### config.mk
export PLATFORM = sky130hd
export DESIGN_NAME = morse_decoder
export DESIGN_NICKNAME = d
export VERILOG_FILES = /design/src/rtl/morse_pkg.sv /design/src/rtl/morse_unit_timer.sv /design/src/rtl/morse_decoder.sv
export SDC_FILE = /design/constraint.sdc
export NUM_CORES = 1
export LEC_CHECK = 0
export ABC_CLOCK_PERIOD_IN_PS = 3370
export BUFFER_PORTS_ARGS = -buffer_cell sky130_fd_sc_hd__buf_2
export CAP_MARGIN = 30
export CORE_MARGIN = 8
export CORE_UTILIZATION = 64
export CTS_BUF_LIST = sky130_fd_sc_hd__clkbuf_2
export DETAILED_ROUTE_END_ITERATION = 6
export PLACE_DENSITY_LB_ADDON = 0.12
export SLEW_MARGIN = 5
export SYNTH_ARGS = -nofsm -noshare
export SYNTH_HDL_FRONTEND = slang
export SYNTH_HIERARCHICAL = 1
export SYNTH_SLANG_ARGS = --single-unit
export TNS_END_PERCENT = 100
### constraint.sdc
create_clock -name CLOCK_50 -period 3.37 [get_ports CLOCK_50]
set_input_delay 0.337 -clock CLOCK_50 [delete_from_list [all_inputs] [get_ports CLOCK_50]]
set_output_delay 0.337 -clock CLOCK_50 [all_outputs]
set_load 0.01 [all_outputs]
### src/rtl/morse_pkg.sv
// Shared constants for the Morse receive path: letter codes, FSM states, letter table.
package morse_pkg;

  localparam logic [2:0] CODE_S = 3'b000;
  localparam logic [2:0] CODE_T = 3'b001;
  localparam logic [2:0] CODE_U = 3'b010;
  localparam logic [2:0] CODE_V = 3'b011;
  localparam logic [2:0] CODE_W = 3'b100;
  localparam logic [2:0] CODE_X = 3'b101;
  localparam logic [2:0] CODE_Y = 3'b110;
  localparam logic [2:0] CODE_Z = 3'b111;

  localparam logic DOT  = 1'b0;
  localparam logic DASH = 1'b1;

  localparam int UNITS_DASH       = 3;
  localparam int UNITS_LETTER_GAP = 3;

  localparam int CNT_W = 3;
  localparam int PAT_W = 4;
  localparam int LEN_W = 3;

  localparam logic [2:0] ST_IDLE   = 3'd0;
  localparam logic [2:0] ST_MARK   = 3'd1;
  localparam logic [2:0] ST_SPACE  = 3'd2;
  localparam logic [2:0] ST_LOOKUP = 3'd3;
  localparam logic [2:0] ST_FLUSH  = 3'd4;

  // Keys are {count, pattern}; symbols enter the pattern LSB and shift left.
  localparam logic [6:0] KEY_S = 7'b011_0000;
  localparam logic [6:0] KEY_T = 7'b001_0001;
  localparam logic [6:0] KEY_U = 7'b011_0001;
  localparam logic [6:0] KEY_V = 7'b100_0001;
  localparam logic [6:0] KEY_W = 7'b011_0011;
  localparam logic [6:0] KEY_X = 7'b100_1001;
  localparam logic [6:0] KEY_Y = 7'b100_1011;
  localparam logic [6:0] KEY_Z = 7'b100_1100;

  // Returns {hit, code}.
  function automatic logic [3:0] letter_lookup(
    input logic [6:0] key
  );
    logic [3:0] r;
    r = 4'b0000;
    case (key)
      KEY_S:   r = {1'b1, CODE_S};
      KEY_T:   r = {1'b1, CODE_T};
      KEY_U:   r = {1'b1, CODE_U};
      KEY_V:   r = {1'b1, CODE_V};
      KEY_W:   r = {1'b1, CODE_W};
      KEY_X:   r = {1'b1, CODE_X};
      KEY_Y:   r = {1'b1, CODE_Y};
      KEY_Z:   r = {1'b1, CODE_Z};
      default: r = 4'b0000;
    endcase
    return r;
  endfunction

endpackage

### src/rtl/morse_unit_timer.sv
// Morse unit down-counter: strobes tick once per unit while running.
module morse_unit_timer #(
  parameter int TICKS_PER_UNIT = 25000000
) (
  input  logic clk,
  input  logic reset,
  input  logic run,
  input  logic load_half,
  output logic tick
);

  localparam int W = $clog2(TICKS_PER_UNIT + 1);
  localparam logic [W-1:0] TOP  = W'(TICKS_PER_UNIT - 1);
  localparam logic [W-1:0] HALF = W'(TICKS_PER_UNIT / 2);

  logic [W-1:0] cnt;

  always_ff @(posedge clk) begin
    if (reset) begin
      cnt <= '0;
    end else if (load_half) begin
      cnt <= HALF;
    end else if (run) begin
      cnt <= (cnt == '0) ? TOP : cnt - 1'b1;
    end
  end

  assign tick = run && (cnt == '0);

endmodule

### src/rtl/morse_decoder.sv
// Morse receiver: measures marks/spaces at unit rate and decodes letters S..Z.
// Build option MORSE_DEC_TOLERANT_EN widens the accepted dash length to 2..4 units.
module morse_decoder
  import morse_pkg::*;
#(
  parameter int TICKS_PER_UNIT = 25000000,
  parameter int MAX_SYMBOLS    = 4
) (
  input  logic       CLOCK_50,
  input  logic       reset,
  input  logic       enable,
  input  logic       din,
  output logic [2:0] code,
  output logic       valid,
  output logic       error,
  output logic       busy
);

  logic [2:0]       state;
  logic [LEN_W-1:0] mark_len;
  logic [LEN_W-1:0] space_len;
  logic [CNT_W-1:0] count;
  logic [PAT_W-1:0] pattern;

  logic tick;
  logic clr;
  logic sym_ok;
  logic sym;
  logic full;
  logic [3:0] hit_code;

  localparam logic [LEN_W-1:0] LEN_DASH = LEN_W'(UNITS_DASH);
  localparam logic [LEN_W-1:0] GAP_LAST = LEN_W'(UNITS_LETTER_GAP - 1);
  localparam logic [CNT_W-1:0] CNT_MAX  = CNT_W'(MAX_SYMBOLS);

  assign clr  = reset || !enable;
  assign busy = (state != ST_IDLE);
  assign full = (count == CNT_MAX);

  morse_unit_timer #(
    .TICKS_PER_UNIT(TICKS_PER_UNIT)
  ) u_timer (
    .clk      (CLOCK_50),
    .reset    (clr),
    .run      (state != ST_IDLE),
    .load_half(state == ST_IDLE && din),
    .tick     (tick)
  );

  always_comb begin
    sym_ok = 1'b0;
    sym    = DOT;
`ifdef MORSE_DEC_TOLERANT_EN
    if (mark_len == 3'd1) begin
      sym_ok = 1'b1;
      sym    = DOT;
    end else if (mark_len >= 3'd2 && mark_len <= 3'd4) begin
      sym_ok = 1'b1;
      sym    = DASH;
    end
`else
    if (mark_len == 3'd1) begin
      sym_ok = 1'b1;
      sym    = DOT;
    end else if (mark_len == LEN_DASH) begin
      sym_ok = 1'b1;
      sym    = DASH;
    end
`endif
  end

  assign hit_code = letter_lookup({count, pattern});

  always_ff @(posedge CLOCK_50) begin
    if (clr) begin
      state     <= ST_IDLE;
      mark_len  <= '0;
      space_len <= '0;
      count     <= '0;
      pattern   <= '0;
      code      <= 3'b000;
      valid     <= 1'b0;
      error     <= 1'b0;
    end else begin
      valid <= 1'b0;
      error <= 1'b0;
      case (state)
        ST_IDLE: begin
          count   <= '0;
          pattern <= '0;
          if (din) begin
            state    <= ST_MARK;
            mark_len <= '0;
          end
        end
        ST_MARK: begin
          if (tick) begin
            if (din) begin
              if (mark_len == 3'd6) begin
                mark_len  <= 3'd7;
                error     <= 1'b1;
                space_len <= '0;
                state     <= ST_FLUSH;
              end else begin
                mark_len <= mark_len + 3'd1;
              end
            end else if (!sym_ok || full) begin
              // The falling sample already counts as the first space unit.
              error     <= 1'b1;
              space_len <= 3'd1;
              state     <= ST_FLUSH;
            end else begin
              pattern   <= {pattern[PAT_W-2:0], sym};
              count     <= count + 3'd1;
              space_len <= 3'd1;
              state     <= ST_SPACE;
            end
          end
        end
        ST_SPACE: begin
          if (tick) begin
            if (din) begin
              mark_len <= 3'd1;
              state    <= ST_MARK;
            end else begin
              space_len <= space_len + 3'd1;
              if (space_len == GAP_LAST) begin
                state <= ST_LOOKUP;
              end
            end
          end
        end
        ST_LOOKUP: begin
          if (hit_code[3]) begin
            code  <= hit_code[2:0];
            valid <= 1'b1;
          end else begin
            error <= 1'b1;
          end
          count   <= '0;
          pattern <= '0;
          state   <= ST_IDLE;
        end
        ST_FLUSH: begin
          if (tick) begin
            if (din) begin
              space_len <= '0;
            end else if (space_len == GAP_LAST) begin
              count   <= '0;
              pattern <= '0;
              state   <= ST_IDLE;
            end else begin
              space_len <= space_len + 3'd1;
            end
          end
        end
        default: state <= ST_IDLE;
      endcase
    end
  end

endmodule

==> impl_metrics.toml, run 1 <==
[die]
initial_core_util_pct = 67.1
die-area_um2 = 6600
rows = 23
core_um2 = 4060
die_x_um = 81.2
num_io_pins = 10
die_y_um = 81.2

[logic_synthesis]
synthCells = 318
synth_area_per_cell_um2 = 8.57
async_reset_ff_share_pct = 0
synth_edf_count = 0
ys_seq_elements = 46
ys.flop_type = "dfxtp_1"
syn_area_um2 = 2720
synthesis.nets = 333
yosysUniqueCellTypes = 69
seq_area_frac_synth_pct = 33.8
yosys_warnings = 6

[detailed_routing]
ant_nets = 0
vias = 2350
wl_per_cell_um = 15.2
drt_iter0_markers = 235
wl_um = 5770
drc_errors = 0
drtPass1Iterations = 4
vias_per_cell = 6.18

[clock_tree]
post_cts_buffers = 0
cts_resized = 0
clock-sinks = 46
cts.path.max_buffers = 2
ctsHoldBuffers = 0
cts_made_buffers = 5
cts_tree = "done"
cts-root-buf = "clkbuf_2"
cts.clk_slew.worst_paths_ns = 0.23
clk_latency_ns = 0.42
cts_max_level = 2

[finish]
nets = 344
drive_gt1_share_pct = 15.5
num_antenna_cells = 0
stdcell_area_um2 = 2860
synthToLayoutAreaGrowth_pct = 5.14

[setup_path]
cp_common_cell = "or3_1"
critical_path_class = "flop to flop"
crit_chain = "or3_1 -> nand2_1 -> nor4_4 -> and3_1 -> a21boi_0 -> o21ai_0 -> or3_1 -> a21oi_1"
start_kind = "flop"
critPathMaxFanout = 17
worst-path-buf-inv = 0
crit_path_max_incr_delay_ns = 0.71
arrival_ns = 3.18
reg2reg_depth = 8
r2r-end = "mark_len[1]$_SDFFE_PP0P_"
critical_path_depth = 8
crit_end = "mark_len[1]$_SDFFE_PP0P_"
end_kind = "flop"
r2r_setup_slack_ns = 0.56
crit_family = "simple AND/OR/NAND/NOR gates"
cp.required_ns = 3.74
r2r-start = "state[0]$_SDFFE_PP0P_"
crit_start = "state[0]$_SDFFE_PP0P_"
crit_slowest_cell = "dfxtp_1"

[placed_design]
io_buffer_count = 9
gp_congestion = 0.831
postPlaceCellArea_um2 = 2820
hpwl_um = 4190

[timing]
min_period_ns = 2.81
rsz0062_at_grt = "false"
tightest_slew_ns = 0.898
finalSetupTns_ns = 0
clock-skew-final_ns = 0.0208
max_clock_freq_mhz = 355
hold_viol = 0
fin_crit_sh_pct = 83.5
slew_viol_final = 0
setup_viol = 0
maxSlewHeadroom_pct = 39.7

[pwr]
power_frac_comb_pct = 19.1
power.share.clock_pct = 23.4
powerDensity_nw_per_um2 = 353
seqPwrFrac_pct = 57.5
leakage_nw = 1.03
swShare_pct = 31.8
vdd_drop_max_mv = 0.290
switchingPower_mw = 0.321
p_int_mw = 0.688

[global_route]
antenna_found_initial = 0
grt.total_usage_pct = 18.7
grt_max_degree = 30
grt_pass1_wl_um = 10000
grt_pass1_vias = 2140
grt_overflow_total = 0

[outcome]
status = "complete, no violations"

[worst_hold_path]
min_path_type = "primary input to flop"

[flow_run]
max-cap-violations = 0
[routing by layer]
layer	up-vias	part of all wire [%]	track usage [%]
li1	1173	-	-
met1	1122	50	26.1
met2	49	45	27.7
met3	6	4.4	4.53
met4	0	0.92	5.71
met5	-	0	0
[layout make-up]
type	count	area, µm²
clock buffers	5	25.0
clock inverters	3	20.0
fillers	330	1190
inverters	15	56.3
multi-input cells	245	1680
flip-flops and latches	46	921
well taps	50	62.6
repair buffers	16	97.6
[cell usage in the layout (no fill, tap or decap), types with 3 or more instances in the layout]
cell type | netlist | layout
nand2b_1 | 4 | 4
nand2_1 | 21 | 21
buf_4 | 2 | 7
buf_2 | 4 | 9
nor4_1 | 6 | 6
nand4b_1 | 4 | 4
mux2i_1 | 3 | 3
and3_1 | 3 | 3
nand3_1 | 15 | 15
nor2b_1 | 6 | 6
a21oi_1 | 24 | 24
or3_1 | 6 | 6
or2b_2 | 3 | 3
inv_1 | 15 | 15
xor2_1 | 14 | 14
nand3b_1 | 4 | 4
or3b_2 | 3 | 3
xnor2_1 | 6 | 6
o221ai_1 | 3 | 3
dfxtp_1 | 46 | 46
a21boi_0 | 3 | 3
clkbuf_2 | 0 | 5
o31ai_1 | 5 | 5
o21ai_0 | 10 | 10
ha_1 | 11 | 11
nor2_1 | 32 | 32
o211ai_1 | 3 | 3
nor3_1 | 9 | 9
[Yosys cell counts, drive strengths merged (3+ instances only)]
cell type   n  area (µm²)
clkbuf      4        15.0
o221ai      3        26.3
nand2b      4        25.0
nand3      15        75.1
nand4b      4        35.0
o21ai      10        50.1
nor4        8        80.1
or3         7        45.1
or2b        3        26.3
o211ai      3        22.5
a31oi       3        40.0
or4         3        27.5
or3b        4        35.0
mux2i       3        30.0
nor2       34         133
nor2b       6        37.5
o31ai       5        37.5
a21boi      3        22.5
buf         8        50.0
xor2       14         123
ha         11         138
xnor2       6        52.6
nand3b      4        30.0
a21oi      24         120
nand2      22        90.1
dfxtp      46         921
inv        15        56.3
nor3        9        45.0
and3        4        30.0
[worst min-delay path: cells and delay by family]
family,cells,cell delay [ns]
compound gates,1,0.03
buf+inv,2,0.25
simple gates,2,0.10
[power by group through the flow]
stage,clock network [mW],registers [mW],logic [mW]
final,0.236,0.580,0.193
after global routing,0.265,0.583,0.215
after CTS,0.244,0.580,0.192
after detailed placement,0,0.591,0.190
after global placement,0,0.590,0.189
after floorplan,0,0.584,0.154
[per-stage QoR]
| step | std cells | utilization, % | total power, mW | worst slack [ns] | hold WS [ns] |
|---|---|---|---|---|---|
| after floorplan | 318 | - | 0.738 | 0.648 | 0.459 |
| after global placement | 372 | 69.5 | 0.779 | 0.739 | 0.467 |
| after detailed placement | 372 | 69.5 | 0.781 | 0.638 | 0.469 |
| after CTS | 380 | 70.6 | 1.02 | 0.579 | 0.291 |
| after global routing | 380 | 70.6 | 1.06 | 0.379 | 0.265 |
| final | 380 | 70.6 | 1.01 | 0.556 | 0.321 |
[how the worst min path moves through the flow]
stage                     cells after the start  slack (ns)                 endpoint                    start
after global routing                          5        0.27         error$_SDFF_PP0_                    reset
after floorplan                               2        0.46  pattern[3]$_SDFFE_PP0P_  pattern[3]$_SDFFE_PP0P_
after global placement                        2        0.47     code[2]$_SDFFE_PP0P_     code[2]$_SDFFE_PP0P_
after CTS                                     5        0.29         error$_SDFF_PP0_                    reset
after detailed placement                      2        0.47     code[2]$_SDFFE_PP0P_     code[2]$_SDFFE_PP0P_
final                                         5        0.32         error$_SDFF_PP0_                    reset
[cell families after synthesis]
kind of cell / after synthesis / share of synthesized area [%]
muxes: 4 / 1.52
AOI/OAI and AO/OA: 71 / 18.3
adders and majority gates: 11 / 5.05
xor gates and xnor gates: 20 / 6.43
DFF: 46 / 33.8
buffers and inverters: 27 / 4.46
and+or+nand+nor: 139 / 30.4
[sequential cells by signal (all words and copies together), names as in the netlist]
signal	flops
code	3
mark_len	3
u_timer/cnt	25
state	3
error	1
count	3
pattern	4
valid	1
space_len	3
(Power assumes the default switching activity.)
==> inputs of run 2 (changes only) <==
--- a/config.mk
+++ b/config.mk
@@ -5,7 +5,7 @@
 export SDC_FILE = /design/constraint.sdc
 export NUM_CORES = 1
 export LEC_CHECK = 0
-export ABC_CLOCK_PERIOD_IN_PS = 3370
+export ABC_CLOCK_PERIOD_IN_PS = 2800
 export BUFFER_PORTS_ARGS = -buffer_cell sky130_fd_sc_hd__buf_2
 export CAP_MARGIN = 30
 export CORE_MARGIN = 8
==> constraint.sdc (replaced) <==
create_clock -name CLOCK_50 -period 2.8 [get_ports CLOCK_50]
set_input_delay 0.28 -clock CLOCK_50 [delete_from_list [all_inputs] [get_ports CLOCK_50]]
set_output_delay 0.28 -clock CLOCK_50 [all_outputs]
set_load 0.01 [all_outputs]
==> impl_metrics.toml, run 2 (same netlist as run 1, synthesis figures left out) <==
[clock_tree]
cts.path.max_buffers = 2
cts_tree = "done"
clk_latency_ns = 0.41
post_cts_buffers = 0
cts.clk_slew.worst_paths_ns = 0.22
cts-root-buf = "clkbuf_2"
cts_made_buffers = 5
cts_max_level = 2
clock-sinks = 46

[finish]
largest_register_ffs = 25
post-route-util_pct = 71.8
final_cell_mix = "dfxtp_1 (46), nor2_1 (32), a21oi_1 (24)"
nets = 348
synthToLayoutAreaGrowth_pct = 7.03
drive_gt1_share_pct = 16.8
regMostFlops = "u_timer/cnt"
stdcell_area_um2 = 2920
largest_registers = "u_timer/cnt: 25 flops, pattern: 4 flops"
num_antenna_cells = 0
final_common_cell = "dfxtp_1"

[timing]
clock-skew-final_ns = 0.0286
min_period_ns = 2.56
tightest_slew_ns = 0.910
rsz0062_at_grt = "false"
maxSlewHeadroom_pct = 39.0
slew_viol_final = 0
fin_crit_sh_pct = 91.5
finalSetupTns_ns = 0
setup_viol = 0
max_clock_freq_mhz = 390
hold_viol = 0

[die]
num_io_pins = 10
die_y_um = 81.2
die-area_um2 = 6600
rows = 23
initial_core_util_pct = 67.1
core_um2 = 4060
die_x_um = 81.2

[setup_path]
arrival_ns = 2.92
cp.required_ns = 3.15
crit_slowest_cell = "or4_4"
critPathMaxFanout = 9
crit_path_max_incr_delay_ns = 0.60
critical_path_depth = 7
reg2reg_depth = 7
worst-path-buf-inv = 0
crit_family = "simple AND/OR/NAND/NOR gates"
critical_path_class = "flop to flop"
start_kind = "flop"
end_kind = "flop"
crit_chain = "or4_4 -> nor2_1 -> and3_2 -> a21boi_0 -> o21ai_0 -> or3_1 -> a21oi_1"

[global_route]
grt_max_degree = 30
antenna_found_initial = 0
grt_pass1_vias = 2102
grt.total_usage_pct = 18.5
grt_overflow_total = 0
grt_pass1_wl_um = 10000

[detailed_routing]
vias = 2301
ant_nets = 0
drc_errors = 0
drt_iter0_markers = 163
wl_um = 5830
drtPass1Iterations = 5
wl_per_cell_um = 15.2
vias_per_cell = 6.01

[pwr]
powerDensity_nw_per_um2 = 444
leakage_nw = 1.06
vdd_drop_max_mv = 0.357

[placed_design]
io_buffer_count = 9
hpwl_um = 4310
postPlaceCellArea_um2 = 2850
gp_congestion = 0.863

[worst_hold_path]
whs_path_depth = 5
min_path_type = "primary input to flop"

[flow_run]
max-cap-violations = 0

[outcome]
status = "complete, no violations"
## run 2: stage by stage
stage | worst slack [ns] | total power, mW | hold WS (ns) | instances
after global placement | 0.337 | 0.944 | 0.478 | 376
after detailed placement | 0.245 | 0.949 | 0.490 | 376
final | 0.237 | 1.29 | 0.267 | 383
after CTS | 0.219 | 1.30 | 0.248 | 383
after floorplan | 0.0777 | 0.889 | 0.459 | 318
after global routing | 0.0502 | 1.35 | 0.256 | 383
## run 2: final timing paths
kind / from / endpoint / slack [ns]
max: u_timer/cnt[7]$_SDFFE_PP0P_ / mark_len[1]$_SDFFE_PP0P_ / 0.24
min: reset / error$_SDFF_PP0_ / 0.27
max reg2reg: u_timer/cnt[7]$_SDFFE_PP0P_ / mark_len[1]$_SDFFE_PP0P_ / 0.24
min reg2reg: space_len[2]$_SDFFE_PP0P_ / space_len[2]$_SDFFE_PP0P_ / 0.52
## run 2: metal layers
layer	up-vias	track usage, %	wire length, µm	part of all wire [%]
li1	1188	-	-	-
met1	1042	27.6	3060	53
met2	67	25.7	2410	41
met3	4	3.86	320	5.5
met4	0	5.36	41	0.70
met5	-	0	0	0
## run 2: where the power goes
group / total [mW] / internal [mW] / switching (mW)
clock: 0.351 / 0.144 / 0.207
combinational: 0.249 / 0.0991 / 0.149
sequential: 0.695 / 0.674 / 0.0206
## run 2: area by class of cell
cell class	count	area [µm²]
Tap cell	50	62.6
Fill cell	322	1140
Sequential cell	46	921
Clock buffer	5	25.0
Clock inverter	2	33.8
Timing Repair Buffer	20	128
Inverter	15	56.3
Multi-Input combinational cell	245	1690
## run 2: worst register-to-register path, stage by stage, from the launching register on
cell	delay, ns
dfxtp_1	0.38
or4_4	0.60
nor2_1	0.24
and3_2	0.32
a21boi_0	0.22
o21ai_0	0.22
or3_1	0.41
a21oi_1	0.14
## run 2: timing repair
action,in CTS,in global routing
resized for setup,0,2
hold buffers,0,0
endpoints found under the hold margin,0,0
endpoints found under the setup margin,0,1
==> inputs of run 3 (changes only) <==
--- a/config.mk
+++ b/config.mk
@@ -12,7 +12,7 @@
 export CORE_UTILIZATION = 64
 export CTS_BUF_LIST = sky130_fd_sc_hd__clkbuf_2
 export DETAILED_ROUTE_END_ITERATION = 6
-export PLACE_DENSITY_LB_ADDON = 0.12
+export PLACE_DENSITY = 0.86
 export SLEW_MARGIN = 5
 export SYNTH_ARGS = -nofsm -noshare
 export SYNTH_HDL_FRONTEND = slang
==> impl_metrics.toml, run 3 (same netlist as run 1, synthesis figures left out) <==
[setup_path]
crit_start = "u_timer/cnt[16]$_SDFFE_PP0P_"
crit_family = "simple AND/OR/NAND/NOR gates"
r2r-start = "u_timer/cnt[16]$_SDFFE_PP0P_"
critPathMaxFanout = 9
crit_path_max_incr_delay_ns = 0.41
worst-path-buf-inv = 0
start_kind = "flop"
crit_slowest_cell = "or3_1"
end_kind = "flop"
cp.required_ns = 3.17
critical_path_depth = 7
arrival_ns = 2.91
crit_chain = "nor4_1 -> and4b_1 -> and3_1 -> a21boi_0 -> o21ai_0 -> or3_1 -> a21oi_1"
reg2reg_depth = 7
critical_path_class = "flop to flop"

[pwr]
power_frac_comb_pct = 20.4
leakage_nw = 1.06
vdd_drop_max_mv = 0.269
power.share.clock_pct = 23.0
switchingPower_mw = 0.386
powerDensity_nw_per_um2 = 423
seqPwrFrac_pct = 56.6
fin_total_pwr_mw = 1.23
swShare_pct = 31.5
p_int_mw = 0.841

[finish]
regMostFlops = "u_timer/cnt"
drive_gt1_share_pct = 17.0
nets = 349
final_cells = 385
final_cell_mix = "dfxtp_1 (46), nor2_1 (32), a21oi_1 (24)"
largest_registers = "u_timer/cnt: 25 flops, pattern: 4 flops"
final_common_cell = "dfxtp_1"
stdcell_area_um2 = 2900
largest_register_ffs = 25
nFillCells = 325
synthToLayoutAreaGrowth_pct = 6.48
num_antenna_cells = 0
post-route-util_pct = 71.5

[clock_tree]
cts_resized = 0
cts_max_level = 2
cts.clk_slew.worst_paths_ns = 0.24
cts_tree = "done"
clk_latency_ns = 0.43
post_cts_buffers = 0
clock-sinks = 46
cts_made_buffers = 5
cts-root-buf = "clkbuf_2"
ctsHoldBuffers = 0
cts.path.max_buffers = 2

[global_route]
grt.total_usage_pct = 18.5
grt_pass1_vias = 2261
grt_max_degree = 30
grt_overflow_total = 0
antenna_found_initial = 0
grt_pass1_wl_um = 9850

[die]
die_y_um = 81.2
core_um2 = 4060
die-area_um2 = 6600
die_x_um = 81.2
rows = 23
num_io_pins = 10
initial_core_util_pct = 67.1

[detailed_routing]
drt_iter0_markers = 146
wl_um = 5810
ant_nets = 0
drtPass1Iterations = 4
vias_per_cell = 6.20
vias = 2386
wl_per_cell_um = 15.1
drc_errors = 0

[placed_design]
gp_congestion = 0.919
hpwl_um = 4210
placed_cells = 377
io_buffer_count = 9
pre_cts_ws_ns = 0.354
postPlaceCellArea_um2 = 2860

[timing]
slew_viol_final = 0
clock-skew-final_ns = 0.0223
maxSlewHeadroom_pct = 49.4
min_period_ns = 2.54
setup_viol = 0
finalSetupTns_ns = 0
hold_viol = 0
max_clock_freq_mhz = 393
tightest_slew_ns = 0.755
finalWorstSetupSlack_ns = 0.256
rsz0062_at_grt = "false"
fin_crit_sh_pct = 90.8
timing.hold.ws_ns = 0.235

[worst_hold_path]
hold_start = "reset"
whs_path_depth = 5
min_path_type = "primary input to flop"

[outcome]
status = "complete, no violations"

[flow_run]
max-cap-violations = 0
run 3: cell types whose count changed in the layout (fill, tap and decap cells not counted):
cell,before,now
and3_1,2,3
and3_2,1,0
buf_4,11,12
bufinv_16,1,0
clkbuf_2,5,6
clkinv_1,1,0
clkinv_2,0,1
clkinv_4,0,1
nor4_1,5,6
nor4_2,1,0
run 3: power by group through the flow:
stage	combinational, mW	sequential [mW]	clock [mW]
floorplan	0.186	0.703	0
global placement	0.241	0.706	0
detailed placement	0.246	0.707	0
CTS	0.248	0.694	0.293
global route	0.273	0.697	0.313
finish	0.251	0.694	0.283
run 3: final cells by class:
type | count | area [µm²] | share of cell area [%]
Clock buffer | 6 | 30.0 | 1.04
Clock inverter | 2 | 13.8 | 0.475
Inverter | 15 | 56.3 | 1.94
Multi-Input combinational cell | 245 | 1680 | 58.0
Sequential cell | 46 | 921 | 31.8
Tap cell | 50 | 62.6 | 2.16
Timing Repair Buffer | 21 | 135 | 4.66
run 3: tightest hold or removal path, delay by kind of cell:
kind,cells,cell delay [ns]
and+or+nand+nor,2,0.09
buffers and inverters,2,0.24
AOI/OAI and AO/OA,1,0.04
run 3: path summary, 6_finish.rpt:
check                                  end  slack [ns]
setup / recovery  mark_len[1]$_SDFFE_PP0P_        0.26
hold / removal            error$_SDFF_PP0_        0.24
setup reg to reg  mark_len[1]$_SDFFE_PP0P_        0.26
hold reg to reg       code[2]$_SDFFE_PP0P_        0.50
run 3: metal layers:
layer	part of all wire [%]	vias to the layer above	track usage (%)	routed length, µm
li1	-	1186	-	-
met1	44	1132	20.5	2530
met2	50	63	34.0	2910
met3	5.2	5	3.75	303
met4	1.0	0	6.79	60
met5	0	-	0	0
